## config.mk

```make
export PLATFORM = sky130hd
export DESIGN_NAME = ahbl_apb3_multi_bridge_flat
export DESIGN_NICKNAME = d
export VERILOG_FILES = /design/src/rtl/ahbl_apb3_multi_bridge_if.sv /design/src/rtl/ahbl_apb3_multi_bridge.sv /design/src/flat_wrapper.sv
export SDC_FILE = /design/constraint.sdc
export NUM_CORES = 1
export LEC_CHECK = 0
export ABC_AREA = 1
export CAP_MARGIN = 5
export CORE_AREA = 8 8 115 117
export DETAILED_ROUTE_END_ITERATION = 8
export DIE_AREA = 0 0 123 125
export DONT_BUFFER_PORTS = 1
export PLACE_DENSITY = 0.6
export RECOVER_POWER = 25
export SYNTH_ARGS = -nofsm -noshare
export SYNTH_HDL_FRONTEND = slang
export SYNTH_SLANG_ARGS = --single-unit
```

## constraint.sdc

```tcl
create_clock -name HCLK -period 1.39 [get_ports HCLK]
set_input_delay 0.278 -clock HCLK [delete_from_list [all_inputs] [get_ports HCLK]]
set_output_delay 0.278 -clock HCLK [all_outputs]
set_load 0.03 [all_outputs]
```

## src/rtl/ahbl_apb3_multi_bridge_if.sv

```systemverilog
// ahbl_apb3_multi_bridge_if: AHB-Lite slave side and APB3 master side signals of the bridge
interface ahbl_apb3_multi_bridge_if #(
  parameter int NUM_SLAVES = 4,
  parameter int ADDR_WIDTH = 32
);
  logic                    HSEL;
  logic [ADDR_WIDTH-1:0]   HADDR;
  logic [1:0]              HTRANS;
  logic                    HWRITE;
  logic [31:0]             HWDATA;
  logic                    HREADY;
  logic [31:0]             HRDATA;
  logic                    HREADYOUT;
  logic [1:0]              HRESP;
  logic [ADDR_WIDTH-1:0]   PADDR;
  logic [NUM_SLAVES-1:0]   PSEL;
  logic                    PENABLE;
  logic                    PWRITE;
  logic [31:0]             PWDATA;
  logic [32*NUM_SLAVES-1:0] PRDATA;
  logic [NUM_SLAVES-1:0]   PREADY;
  logic [NUM_SLAVES-1:0]   PSLVERR;
  modport slave (
    input  HSEL, HADDR, HTRANS, HWRITE, HWDATA, HREADY, PRDATA, PREADY, PSLVERR,
    output HRDATA, HREADYOUT, HRESP, PADDR, PSEL, PENABLE, PWRITE, PWDATA
  );
  modport master (
    output HSEL, HADDR, HTRANS, HWRITE, HWDATA, HREADY, PRDATA, PREADY, PSLVERR,
    input  HRDATA, HREADYOUT, HRESP, PADDR, PSEL, PENABLE, PWRITE, PWDATA
  );
endinterface

```

## src/rtl/ahbl_apb3_multi_bridge.sv

```systemverilog
// ahbl_apb3_multi_bridge: AHB-Lite slave to multi-slot APB3 master bridge with fully registered outputs
module ahbl_apb3_multi_bridge #(
  parameter int NUM_SLAVES = 4,
  parameter int ADDR_WIDTH = 32,
  parameter int SLOT_SHIFT = 12,
  parameter int TIMEOUT    = 0
) (
  input logic HCLK,
  input logic HRESETN,
  ahbl_apb3_multi_bridge_if.slave bus
);
  typedef enum logic [2:0] {IDLE, WDATA, SETUP, ACCESS, ERR1, ERR2} state_t;
  state_t state, nxt;
  logic [3:0] slot_q, slot_in;
  logic valid, mapped, capture, sel_ready, sel_err, tout;
  logic [31:0] tcnt, sel_rdata;
  logic [NUM_SLAVES-1:0] onehot;
  assign valid = bus.HSEL & bus.HREADY & (bus.HTRANS inside {2'b10, 2'b11});
  assign slot_in = bus.HADDR[SLOT_SHIFT+3:SLOT_SHIFT];
  assign mapped = int'(slot_in) < NUM_SLAVES;
  assign capture = valid & (state == IDLE || state == ERR2);
  assign onehot = NUM_SLAVES'(1) << slot_q;
  assign sel_ready = |(bus.PREADY & bus.PSEL);
  assign sel_err = |(bus.PSLVERR & bus.PSEL);
  assign tout = (TIMEOUT > 0) && (tcnt == 32'(TIMEOUT - 1)) && !sel_ready;
  // PSEL is one-hot during an APB access, so masking by it selects the addressed slot's read data
  always_comb begin
    sel_rdata = '0;
    for (int k = 0; k < NUM_SLAVES; k++) sel_rdata = sel_rdata | (bus.PSEL[k] ? bus.PRDATA[32*k +: 32] : 32'd0);
  end
  // Next-state logic; IDLE and ERR2 are the HREADYOUT=1 cycles that may accept a new transfer
  always_comb begin
    nxt = state;
    unique case (state)
      IDLE, ERR2: nxt = valid ? (mapped ? WDATA : ERR1) : IDLE;
      WDATA:      nxt = SETUP;
      SETUP:      nxt = ACCESS;
      ACCESS:     nxt = sel_ready ? (sel_err ? ERR1 : IDLE) : (tout ? ERR1 : ACCESS);
      ERR1:       nxt = ERR2;
      default:    nxt = IDLE;
    endcase
  end
  // State, captured request, data paths and every bus output are registered from the next state
  always_ff @(posedge HCLK or negedge HRESETN) begin
    if (!HRESETN) begin
      state         <= IDLE;
      tcnt          <= '0;
      slot_q        <= '0;
      bus.HRDATA    <= '0;
      bus.HREADYOUT <= 1'b1;
      bus.HRESP     <= 2'b00;
      bus.PADDR     <= '0;
      bus.PSEL      <= '0;
      bus.PENABLE   <= 1'b0;
      bus.PWRITE    <= 1'b0;
      bus.PWDATA    <= '0;
    end else begin
      state <= nxt;
      tcnt  <= (state == ACCESS && !sel_ready) ? tcnt + 32'd1 : '0;
      if (capture) begin
        slot_q     <= slot_in;
        bus.PADDR  <= bus.HADDR;
        bus.PWRITE <= bus.HWRITE;
      end
      if (state == WDATA && bus.PWRITE) bus.PWDATA <= bus.HWDATA;
      if (state == ACCESS && sel_ready && !bus.PWRITE) bus.HRDATA <= sel_rdata;
      bus.PSEL      <= (nxt == SETUP || nxt == ACCESS) ? onehot : '0;
      bus.PENABLE   <= nxt == ACCESS;
      bus.HREADYOUT <= nxt inside {IDLE, ERR2};
      bus.HRESP     <= (nxt inside {ERR1, ERR2}) ? 2'b01 : 2'b00;
    end
  end
endmodule

```

## src/flat_wrapper.sv

```systemverilog
// flat-port wrapper written by rule: the top's interface ports become plain ports
module ahbl_apb3_multi_bridge_flat 
#(
  parameter int NUM_SLAVES = 4,
  parameter int ADDR_WIDTH = 32,
  parameter int SLOT_SHIFT = 12,
  parameter int TIMEOUT    = 0
)
  (HCLK, HRESETN, bus_HSEL, bus_HADDR, bus_HTRANS, bus_HWRITE, bus_HWDATA, bus_HREADY, bus_PRDATA, bus_PREADY, bus_PSLVERR, bus_HRDATA, bus_HREADYOUT, bus_HRESP, bus_PADDR, bus_PSEL, bus_PENABLE, bus_PWRITE, bus_PWDATA);
  ahbl_apb3_multi_bridge_if #(.NUM_SLAVES(NUM_SLAVES), .ADDR_WIDTH(ADDR_WIDTH)) bus_i ();
  input logic HCLK;
  input logic HRESETN;
  input wire logic [$bits(bus_i.HSEL)-1:0] bus_HSEL;
  input wire logic [$bits(bus_i.HADDR)-1:0] bus_HADDR;
  input wire logic [$bits(bus_i.HTRANS)-1:0] bus_HTRANS;
  input wire logic [$bits(bus_i.HWRITE)-1:0] bus_HWRITE;
  input wire logic [$bits(bus_i.HWDATA)-1:0] bus_HWDATA;
  input wire logic [$bits(bus_i.HREADY)-1:0] bus_HREADY;
  input wire logic [$bits(bus_i.PRDATA)-1:0] bus_PRDATA;
  input wire logic [$bits(bus_i.PREADY)-1:0] bus_PREADY;
  input wire logic [$bits(bus_i.PSLVERR)-1:0] bus_PSLVERR;
  output wire logic [$bits(bus_i.HRDATA)-1:0] bus_HRDATA;
  output wire logic [$bits(bus_i.HREADYOUT)-1:0] bus_HREADYOUT;
  output wire logic [$bits(bus_i.HRESP)-1:0] bus_HRESP;
  output wire logic [$bits(bus_i.PADDR)-1:0] bus_PADDR;
  output wire logic [$bits(bus_i.PSEL)-1:0] bus_PSEL;
  output wire logic [$bits(bus_i.PENABLE)-1:0] bus_PENABLE;
  output wire logic [$bits(bus_i.PWRITE)-1:0] bus_PWRITE;
  output wire logic [$bits(bus_i.PWDATA)-1:0] bus_PWDATA;
  assign bus_i.HSEL = bus_HSEL;
  assign bus_i.HADDR = bus_HADDR;
  assign bus_i.HTRANS = bus_HTRANS;
  assign bus_i.HWRITE = bus_HWRITE;
  assign bus_i.HWDATA = bus_HWDATA;
  assign bus_i.HREADY = bus_HREADY;
  assign bus_i.PRDATA = bus_PRDATA;
  assign bus_i.PREADY = bus_PREADY;
  assign bus_i.PSLVERR = bus_PSLVERR;
  assign bus_HRDATA = bus_i.HRDATA;
  assign bus_HREADYOUT = bus_i.HREADYOUT;
  assign bus_HRESP = bus_i.HRESP;
  assign bus_PADDR = bus_i.PADDR;
  assign bus_PSEL = bus_i.PSEL;
  assign bus_PENABLE = bus_i.PENABLE;
  assign bus_PWRITE = bus_i.PWRITE;
  assign bus_PWDATA = bus_i.PWDATA;
  ahbl_apb3_multi_bridge #(.NUM_SLAVES(NUM_SLAVES), .ADDR_WIDTH(ADDR_WIDTH), .SLOT_SHIFT(SLOT_SHIFT), .TIMEOUT(TIMEOUT)) u_core (.HCLK(HCLK), .HRESETN(HRESETN), .bus(bus_i));
endmodule
```

==> results of run 1 <==
registers in the layout (all words and copies together), names as in the netlist:
signal and count:
u_core.state 3, u_core.bus.PWDATA 32, u_core.bus.HRESP 1, u_core.bus.HRDATA 32
u_core.bus.PENABLE 1, u_core.bus.PSEL 4, u_core.bus.HREADYOUT 1, u_core.bus.PWRITE 1
u_core.slot_q 3, u_core.bus.PADDR 29
kinds of logic after synthesis:
| logic type | Yosys count | synth area share |
|---|---|---|
| simple gates | 304 | 0.249 |
| flops | 107 | 0.530 |
| mux | 32 | 0.0714 |
| buf+inv | 77 | 0.0669 |
| other cells | 1 | 0.000743 |
| compound gates | 70 | 0.0813 |
worst max-delay path, delay by kind of cell, from the launching register on:
kind,cells,cell delay (ps)
compound gates,2,210
simple gates,2,170
flops,1,460
buf+inv,3,500
worst max-delay path by stage:
| stage | from | endpoint | slack [ps] |
|---|---|---|---|
| 6_report | u_core.state[0]$_DFF_PN0_ | u_core.bus.PADDR[15]$_DFFE_PN0P_ | -50 |
| 5_1_grt | u_core.state[0]$_DFF_PN0_ | u_core.bus.PADDR[6]$_DFFE_PN0P_ | -100 |
| 4_1_cts | u_core.state[1]$_DFF_PN0_ | u_core.bus.HRDATA[4]$_DFFE_PN0P_ | -10 |
| 3_5_place_dp | u_core.bus.PSEL[2]$_DFF_PN0_ | u_core.bus.HRDATA[30]$_DFFE_PN0P_ | -90 |
| 3_3_place_gp | u_core.bus.PSEL[2]$_DFF_PN0_ | u_core.bus.HRDATA[30]$_DFFE_PN0P_ | -50 |
| 2_1_floorplan | u_core.bus.PSEL[2]$_DFF_PN0_ | u_core.bus.HRDATA[1]$_DFFE_PN0P_ | -30 |
layout make-up:
cell class	instances	share of cell area
Sequential cell	107	0.443
Tap cell	147	0.0303
Multi-Input combinational cell	407	0.353
Inverter	41	0.0253
Timing Repair Buffer	44	0.102
Clock inverter	5	0.00742
Clock buffer	11	0.0400
metrics by stage:
| stage | utilization | instance area [µm²] | hold slack (ps) |
|---|---|---|---|
| 4_1_cts | 0.498 | 5780 | -394 |
| 3_5_place_dp | 0.451 | 5240 | -13.2 |
| 2_1_floorplan | - | 5080 | -17.6 |
| 5_1_grt | 0.523 | 6070 | -400 |
| 6_report | 0.523 | 6070 | -375 |
| 3_3_place_gp | 0.451 | 5240 | -14.0 |
routing by layer:
metal / wire [µm] / vias up
met5: 0 / -
met4: 187 / 0
met3: 2200 / 16
met2: 8540 / 241
met1: 5860 / 2071
li1: - / 1945
cells in the final DEF (no fill, tap or decap), types with 2 or more instances in the layout:
master / count
o21ai_0: 25
o21ai_2: 17
a21oi_1: 2
clkinv_4: 2
inv_1: 40
nor2_4: 2
clkbuf_16: 12
nand3_1: 8
nor3_1: 2
buf_6: 7
buf_12: 10
bufbuf_16: 3
mux2_2: 32
nand4_1: 32
nor2_1: 8
dfrtp_1: 98
nor2_2: 2
nand2_2: 20
o21ai_4: 3
nand2_1: 226
o21ai_1: 23
dfrtp_2: 8
buf_4: 20
nor3_2: 2
repair_timing:
action / in CTS / in global routing
hold endpoints to repair: 107 / 107
cloned: 3 / 5
resized for setup: 14 / 56
pin swaps: 1 / 8
setup buffers: 12 / 10
endpoints found under the setup margin: 61 / 105
power breakdown:
part / switching [mW] / internal, mW / total (mW) / leakage (nW)
clock: 1.16 / 1.29 / 2.45 / 0.138
sequential: 4.25 / 4.60 / 8.85 / 1.34
combinational: 2.48 / 2.25 / 4.73 / 1.48
==> flow_summary.yaml, run 1 <==
worst_setup_path:
  timing.rr.end: "u_core.bus.PADDR[15]$_DFFE_PN0P_"
  cp_cell_sequence: "buf_4 -> o21ai_4 -> nand3b_1 -> buf_6 -> buf_12 -> nand2_1 -> o21ai_1"
  crit_type: "reg -> reg"
  ff2ff_path_depth: 7
  slowest_stage: "dfrtp_2"
  reg2reg_slack_ps: -50
  critPathLaunchType: "flop"
  crit_fanout: 33
  max_stage_delay_ps: 460
  r2r_start: "u_core.state[0]$_DFF_PN0_"
  required_ps: 1630
  cp-end-kind: "flop"
  critical_path_arrival_ps: 1680
detailed_routing:
  drc: 0
  vias: 4273
  viasPerCell: 5.61
  drt-total-wl_um: 16800
  drtIter0Drc: 436
  ant_nets: 0
  wl_per_cell_um: 22.0
  drt_first_pass_iters: 5
pwr:
  ir_worst_vdd_uv: 1400
  power_leakage_nw: 2.96
  power_density_nw_per_um2: 2640
  finalPower_mw: 16.0
placement:
  portBuffers: 0
  place_hpwl_um: 11800
  place_inst: 718
  preCtsSetupSlack_ps: -85.5
  gp_congestion: 0.837
clock_network:
  clk_path_buf_depth: 2
  cts_root_buf: "clkbuf_16"
  clk_pin_slew_ps: 70
  cts_tree: "yes"
  numClockSinks: 107
  clock_latency_ps: 340
  cts.htree.levels: 3
  numCtsBuffers: 9
synthesis:
  syn_area_um2: 5050
  synth_cells: 591
  synth_ff_type: "dfrtp_1"
  synth_nets: 798
  yosysMostFrequentCell: "nand2_1"
  ys_types: 24
  ys_ff_latch: 107
  synthArstFlopShare: 1.00
  yosys.area.top_type: "dfrtp_1"
  synth_edf_count: 0
  avgSynthCellArea_um2: 8.54
  yosysSeqAreaShare: 0.530
  netlist_top_cells_area: "dfrtp_1, nand2_1, mux2_2"
  synth_common_cells: "nand2_1, dfrtp_1, inv_1"
  yosysWarnings: 0
  netlist.area_leader.share: 0.525
grt:
  grt_util_met1: 0.210
  met2_usage: 0.342
  grt_overflow: 0
  gr-usage-met3: 0.0963
  antenna_found_initial: 0
  top_usage_layer: "met2"
  grt_pass1_wl_um: 23800
  grtUsageTotal: 0.198
  grt_pass1_vias: 4398
  grt_max_degree: 108
die:
  dieArea_um2: 15400
  num_rows: 40
  boundaryPins: 312
  die_h_um: 125
  die_w_um: 123
  start_util: 0.435
  core_um2: 11600
sta:
  clock.fmax_ghz: 0.693
  fin_crit_sh: 1.04
  setup_slack_ps: -52.1
  holdWs_ps: -375
  hold_viol_final: 107
  finClkSkew_ps: 8.90
  rsz0062_at_grt: "yes"
  setup_viol: 41
  period_needed_ps: 1440
  fin_setup_tns_ps: -811
  slew_viol_final: 0
status:
  violations: "negative hold slack, negative setup slack"
  status: "finished with violations"
cells_and_area:
  nFillCells: 1077
  nNetsFinal: 817
  seqCellArea_um2: 2690
  multiInputGateArea_um2: 2140
  fin_cells: 762
  drive_gt1_frac: 0.241
  diodes: 0
  areaGrowthSynthToFinish_pct: 20.2
worst_hold_path:
  hold_path_class: "in -> async"
run:
  cap_viol_max_count: 0
Note: power is estimated with default switching activity, not from simulation.
==> inputs of run 2 (changes only) <==
--- a/config.mk
+++ b/config.mk
@@ -6,8 +6,8 @@
 export NUM_CORES = 1
 export LEC_CHECK = 0
 export ABC_AREA = 1
-export CAP_MARGIN = 5
 export CORE_AREA = 8 8 115 117
+export CTS_CLUSTER_DIAMETER = 100
 export DETAILED_ROUTE_END_ITERATION = 8
 export DIE_AREA = 0 0 123 125
 export DONT_BUFFER_PORTS = 1
==> results of run 2 <==
No change in the layout: final DEF, timing and power equal those of run 1.
